### src/rtl/key_entry_if.sv
// key_entry_if: scanner-side key strobe and the debounced key/BCD entry results.
interface key_entry_if;
    logic [4:0]  digito;
    logic        cambio_digito;
    logic        key_valid;
    logic [3:0]  key_code;
    logic [15:0] value;
    logic [2:0]  num_digits;
    logic        overflow;
    logic [15:0] value_out;
    logic        value_valid;

    modport master (
        output digito, cambio_digito,
        input  key_valid, key_code, value, num_digits, overflow, value_out, value_valid
    );
    modport slave (
        input  digito, cambio_digito,
        output key_valid, key_code, value, num_digits, overflow, value_out, value_valid
    );
endinterface

### src/rtl/key_entry.sv
// key_entry: debounces scanner key strobes and collects digits into a 4-digit BCD entry buffer.
module key_entry #(
    parameter int DEB_PULSES = 2,
    parameter int REL_CYCLES = 8
) (
    input logic        clk,
    input logic        rst_n,
    key_entry_if.slave bus
);
    typedef enum logic [1:0] {IDLE, CONFIRM, HELD} state_t;

    state_t      state, state_nx, cur;
    logic [3:0]  cand, cand_nx, idle_cnt, idle_nx;
    logic [2:0]  cnt, cnt_nx, num_nx;
    logic        pulse, expired, accept, ovf_nx, vv_nx;
    logic [15:0] value_nx, vo_nx;

    assign pulse   = bus.cambio_digito && bus.digito <= 5'd15;
    assign expired = idle_cnt == 4'(REL_CYCLES);
    // A saturated idle counter means the key is gone: behave as IDLE this cycle.
    assign cur     = (state != IDLE && expired) ? IDLE : state;
    assign idle_nx = pulse ? 4'd0 : expired ? idle_cnt : idle_cnt + 4'd1;

    always_ff @(posedge clk or negedge rst_n) begin
        if (!rst_n) begin
            state           <= IDLE;
            cand            <= 4'd0;
            cnt             <= 3'd0;
            idle_cnt        <= 4'd0;
            bus.key_valid   <= 1'b0;
            bus.key_code    <= 4'd0;
            bus.value       <= 16'd0;
            bus.num_digits  <= 3'd0;
            bus.overflow    <= 1'b0;
            bus.value_out   <= 16'd0;
            bus.value_valid <= 1'b0;
        end else begin
            state           <= state_nx;
            cand            <= cand_nx;
            cnt             <= cnt_nx;
            idle_cnt        <= idle_nx;
            bus.key_valid   <= accept;
            bus.key_code    <= accept ? cand_nx : bus.key_code;
            bus.value       <= value_nx;
            bus.num_digits  <= num_nx;
            bus.overflow    <= ovf_nx;
            bus.value_out   <= vo_nx;
            bus.value_valid <= vv_nx;
        end
    end

    always_comb begin
        state_nx = cur;
        cand_nx  = cand;
        cnt_nx   = cnt;
        accept   = 1'b0;
        if (pulse && cur == IDLE) begin
            cand_nx  = bus.digito[3:0];
            cnt_nx   = 3'd1;
            accept   = DEB_PULSES == 1;
            state_nx = accept ? HELD : CONFIRM;
        end else if (pulse && cur == CONFIRM) begin
            if (bus.digito[3:0] == cand) begin
                cnt_nx = cnt + 3'd1;
                accept = cnt_nx == 3'(DEB_PULSES);
            end else begin
                cand_nx = bus.digito[3:0];
                cnt_nx  = 3'd1;
            end
            state_nx = accept ? HELD : CONFIRM;
        end
    end

    always_comb begin
        value_nx = bus.value;
        num_nx   = bus.num_digits;
        ovf_nx   = bus.overflow;
        vo_nx    = bus.value_out;
        vv_nx    = 1'b0;
        if (accept && cand_nx <= 4'd9) begin
            if (bus.num_digits == 3'd4) begin
                ovf_nx = 1'b1;
            end else begin
                value_nx = {bus.value[11:0], cand_nx};
                num_nx   = bus.num_digits + 3'd1;
            end
        end else if (accept && ((cand_nx == 4'hE && bus.num_digits != 3'd0) || cand_nx == 4'hF)) begin
            vv_nx    = cand_nx == 4'hE;
            vo_nx    = vv_nx ? bus.value : bus.value_out;
            value_nx = 16'd0;
            num_nx   = 3'd0;
            ovf_nx   = 1'b0;
        end
    end
endmodule

### src/flat_wrapper.sv
// flat-port wrapper written by rule: the top's interface ports become plain ports
module key_entry_flat 
#(
    parameter int DEB_PULSES = 2,
    parameter int REL_CYCLES = 8
)
  (clk, rst_n, bus_digito, bus_cambio_digito, bus_key_valid, bus_key_code, bus_value, bus_num_digits, bus_overflow, bus_value_out, bus_value_valid);
  key_entry_if bus_i ();
  input logic clk;
  input logic rst_n;
  input wire logic [$bits(bus_i.digito)-1:0] bus_digito;
  input wire logic [$bits(bus_i.cambio_digito)-1:0] bus_cambio_digito;
  output wire logic [$bits(bus_i.key_valid)-1:0] bus_key_valid;
  output wire logic [$bits(bus_i.key_code)-1:0] bus_key_code;
  output wire logic [$bits(bus_i.value)-1:0] bus_value;
  output wire logic [$bits(bus_i.num_digits)-1:0] bus_num_digits;
  output wire logic [$bits(bus_i.overflow)-1:0] bus_overflow;
  output wire logic [$bits(bus_i.value_out)-1:0] bus_value_out;
  output wire logic [$bits(bus_i.value_valid)-1:0] bus_value_valid;
  assign bus_i.digito = bus_digito;
  assign bus_i.cambio_digito = bus_cambio_digito;
  assign bus_key_valid = bus_i.key_valid;
  assign bus_key_code = bus_i.key_code;
  assign bus_value = bus_i.value;
  assign bus_num_digits = bus_i.num_digits;
  assign bus_overflow = bus_i.overflow;
  assign bus_value_out = bus_i.value_out;
  assign bus_value_valid = bus_i.value_valid;
  key_entry #(.DEB_PULSES(DEB_PULSES), .REL_CYCLES(REL_CYCLES)) u_core (.clk(clk), .rst_n(rst_n), .bus(bus_i));
endmodule
### config.mk
export PLATFORM = sky130hd
export DESIGN_NAME = key_entry_flat
export DESIGN_NICKNAME = d
export VERILOG_FILES = /design/src/rtl/key_entry_if.sv /design/src/rtl/key_entry.sv /design/src/flat_wrapper.sv
export SDC_FILE = /design/constraint.sdc
export NUM_CORES = 1
export LEC_CHECK = 0
export BUFFER_PORTS_ARGS = -buffer_cell sky130_fd_sc_hd__buf_4
export CORE_UTILIZATION = 40
export CTS_BUF_LIST = sky130_fd_sc_hd__clkbuf_2 sky130_fd_sc_hd__clkbuf_4 sky130_fd_sc_hd__clkbuf_8
export DETAILED_ROUTE_END_ITERATION = 12
export PLACE_DENSITY_LB_ADDON = 0.12
export SETUP_SLACK_MARGIN = 0.05
export SYNTH_ARGS = -nofsm -noshare
export SYNTH_HDL_FRONTEND = slang
export SYNTH_SLANG_ARGS = --single-unit
### constraint.sdc
create_clock -name clk -period 6.3 [get_ports clk]
set_input_delay 0.63 -clock clk [delete_from_list [all_inputs] [get_ports clk]]
set_output_delay 0.63 -clock clk [all_outputs]
set_load 0.01 [all_outputs]
==> out/metrics.cfg <==
[clock_network]
cts_tree=done
cts_root_buf=clkbuf_8
htreeDepth=2
cts_resized=0
cts.sinks=55
cts_buffer_depth=2
postCtsSetupBuffers=0
hold_buffers=0
clk-insertion-delay-late_ns=0.31
clkTransAtPathRegs_ns=0.10
numCtsBuffers=5

[worst_setup_path]
cp.arrival_ns=2.91
path_max_fanout=16
cp-start-kind=register
required_ns=6.49
end_kind=register
critical_path_class=reg -> reg

[power]
p_int_uw=657
p_switching_uw=301
power_frac_clock_pct=24.8
pwr-share-comb_pct=26.5
irDropWorstVdd_mv=0.198
power_density_nw_per_um2=327
switching_share_pct=31.5
cellLeakagePower_nw=1.46
seq_power_share_pct=48.7

[sta]
skew_ns=0.0116
period_needed_ns=2.72
worst_slew_pin_slew_ns=0.738
fin_crit_sh_pct=43.2
setup_tns_ns=0
setup_viol=0
finalMaxSlewViolations=0
slew_headroom_pct=50.8
fmax_ghz=0.368
rsz0062_at_grt=no
hold_viol=0

[logic_synthesis]
synth_nets=200
dominantRegCellSynth=dfrtp_1
yosysTopAreaCell=dfrtp_1
postSynthCellCount=186
synth_top_cell_area_share_pct=56.9
synth_area_leaders=dfrtp_1 (57%), mux2_4 (6.2%), a22o_1 (6.2%)
postSynthAreaPerCell_um2=13.0
synth_edf_count=0
synth_commonest_cells=dfrtp_1 (55), a22o_1 (17), nand2_1 (16), mux2_2 (11), mux2_4 (10)
synth_most_common_cell=dfrtp_1
yosysSeqAreaShare_pct=56.9
async_flop_share_pct=100
synth_seq_cells=55
synth.cell_area_um2=2420
ys_warn_count=0
synth_cell_types=38

[global_routing]
busiest_layer=met2
use_met3_pct=4.80
grt_pass1_vias=1500
grt_pass1_wl_um=7710
track_usage_pct=16.1
grt_start_max_net_pins=56
grt.overflow.total=0
use_met1_pct=22.0
grtUsageMet2_pct=25.0
antenna_found_initial=0

[drt]
dr.pass1.iters=4
ant_nets=0
drt-vias-per-instance=5.14
num_vias=1582
drt_wl_total_um=4700
routedWlPerCell_um=15.3
drt_first_iter_violations=92
drc=0

[floorplan]
initial_core_util_pct=42.6
pin_count=50
die_w_um=79.8
fp.coreArea_um2=5680
fp-row-count=27
die_area_um2=6360
die_h_um=79.8

[place]
place_area_um2=2810
port_buffers=49
dp_hpwl_um=3260
dpl.cell_count=300
gp_congestion=0.770

[final_layout]
fin_nets=249
fin_cells=308
fillers=497
drive_gt1_share_pct=35.6
fin_area_um2=2930
diodes=0
area_delta_synth_final_pct=20.9
fin_util_pct=51.6

[outcome]
outcome=finished, final reports clean

[hold_path]
min_path_type=in -> async

[run]
cap_viol_max_count=0

==> final cells by class <==
cell class                 count  area, um2  area share (%)
clock buffer                   6       76.3            2.61
clock inverter                 2       38.8            1.33
inverter                       7       26.3           0.898
multi-input combinational    117        951            32.5
sequential                    55       1380            47.0
tap                           72       90.1            3.08
timing repair buffer          49        368            12.6
==> layout by cell type, fill, tap and decap left out, types with 2 or more instances in the layout <==
master,n
o31ai_1,3
buf_4,49
dfrtp_1,55
nand3_1,5
o21ai_0,7
nand2_1,16
a22o_1,17
nor2_1,4
a21oi_1,6
mux2_2,11
nor3_1,2
mux2_4,10
nor3b_1,2
nand2b_1,3
clkbuf_8,5
nor4_1,3
xnor2_1,6
ha_1,6
inv_1,7
==> per-stage QoR <==
step           setup slack, ns  power [mW]  hold WS (ns)
2_1_floorplan             3.92       0.630         0.334
3_3_place_gp              3.58       0.726         0.462
3_5_place_dp              3.55       0.726         0.460
4_1_cts                   3.54       0.972         0.375
5_1_grt                   3.37        1.02         0.399
6_report                  3.58       0.958         0.356
==> state kept, by name, summed over array words and instances, names as in the netlist <==
signal / cells
u_core.bus.value_out: 16
u_core.bus.num_digits: 3
u_core.idle_cnt: 4
u_core.bus.value: 16
u_core.bus.key_code: 4
u_core.bus.key_valid: 1
u_core.bus.overflow: 1
u_core.bus.value_valid: 1
u_core.cnt: 3
u_core.cand: 4
u_core.state: 2
==> logic make-up (layout without fill, tap and decap cells) <==
logic type | after synthesis | in the layout | share of synthesized area (%)
adders and majority gates | 6 | 6 | 3.10
xor gates and xnor gates | 7 | 7 | 2.53
DFF | 55 | 55 | 56.9
muxes | 21 | 21 | 11.3
buffers and inverters | 14 | 64 | 3.83
AOI/OAI and AO/OA | 40 | 40 | 12.5
and+or+nand+nor | 43 | 43 | 9.82
==> path summary, 6_finish.rpt <==
check                                                         from                                   end  slack, ns  cells past startpoint
worst max-delay path                u_core.idle_cnt[0]$_DFFE_PN0P_   u_core.bus.value_out[5]$_DFFE_PN0P_       3.58                      7
worst min-delay path                                         rst_n  u_core.bus.value_out[10]$_DFFE_PN0P_       0.36                      1
worst max register to register      u_core.idle_cnt[0]$_DFFE_PN0P_   u_core.bus.value_out[5]$_DFFE_PN0P_       3.58                      7
worst min register to register  u_core.bus.key_code[2]$_DFFE_PN0P_    u_core.bus.key_code[2]$_DFFE_PN0P_       0.48                      2
max in group asynchronous                                    rst_n       u_core.bus.value[5]$_DFFE_PN0P_       5.50                      1
min in group clk                u_core.bus.key_code[2]$_DFFE_PN0P_    u_core.bus.key_code[2]$_DFFE_PN0P_       0.48                      2
==> critical path, stage by stage, from the launching register on <==
cell,delay (ns)
dfrtp_1,0.40
inv_1,0.10
ha_1,0.17
and3b_1,0.33
o21ai_4,0.17
or4_4,0.66
nor2_8,0.37
mux2_2,0.38
==> per-layer routing <==
metal	vias to the layer above	part of all wire (%)
li1	771	-
met1	759	47
met2	44	47
met3	8	4.3
met4	0	1.4
met5	-	0
==> power by group through the flow <==
stage	Sequential [mW]	Clock, mW	Combinational [mW]
global route	0.474	0.262	0.286
finish	0.466	0.238	0.254
global placement	0.472	0	0.254
CTS	0.467	0.248	0.257
detailed placement	0.473	0	0.252
floorplan	0.474	0	0.156
Power figures use the tool's default switching activity.
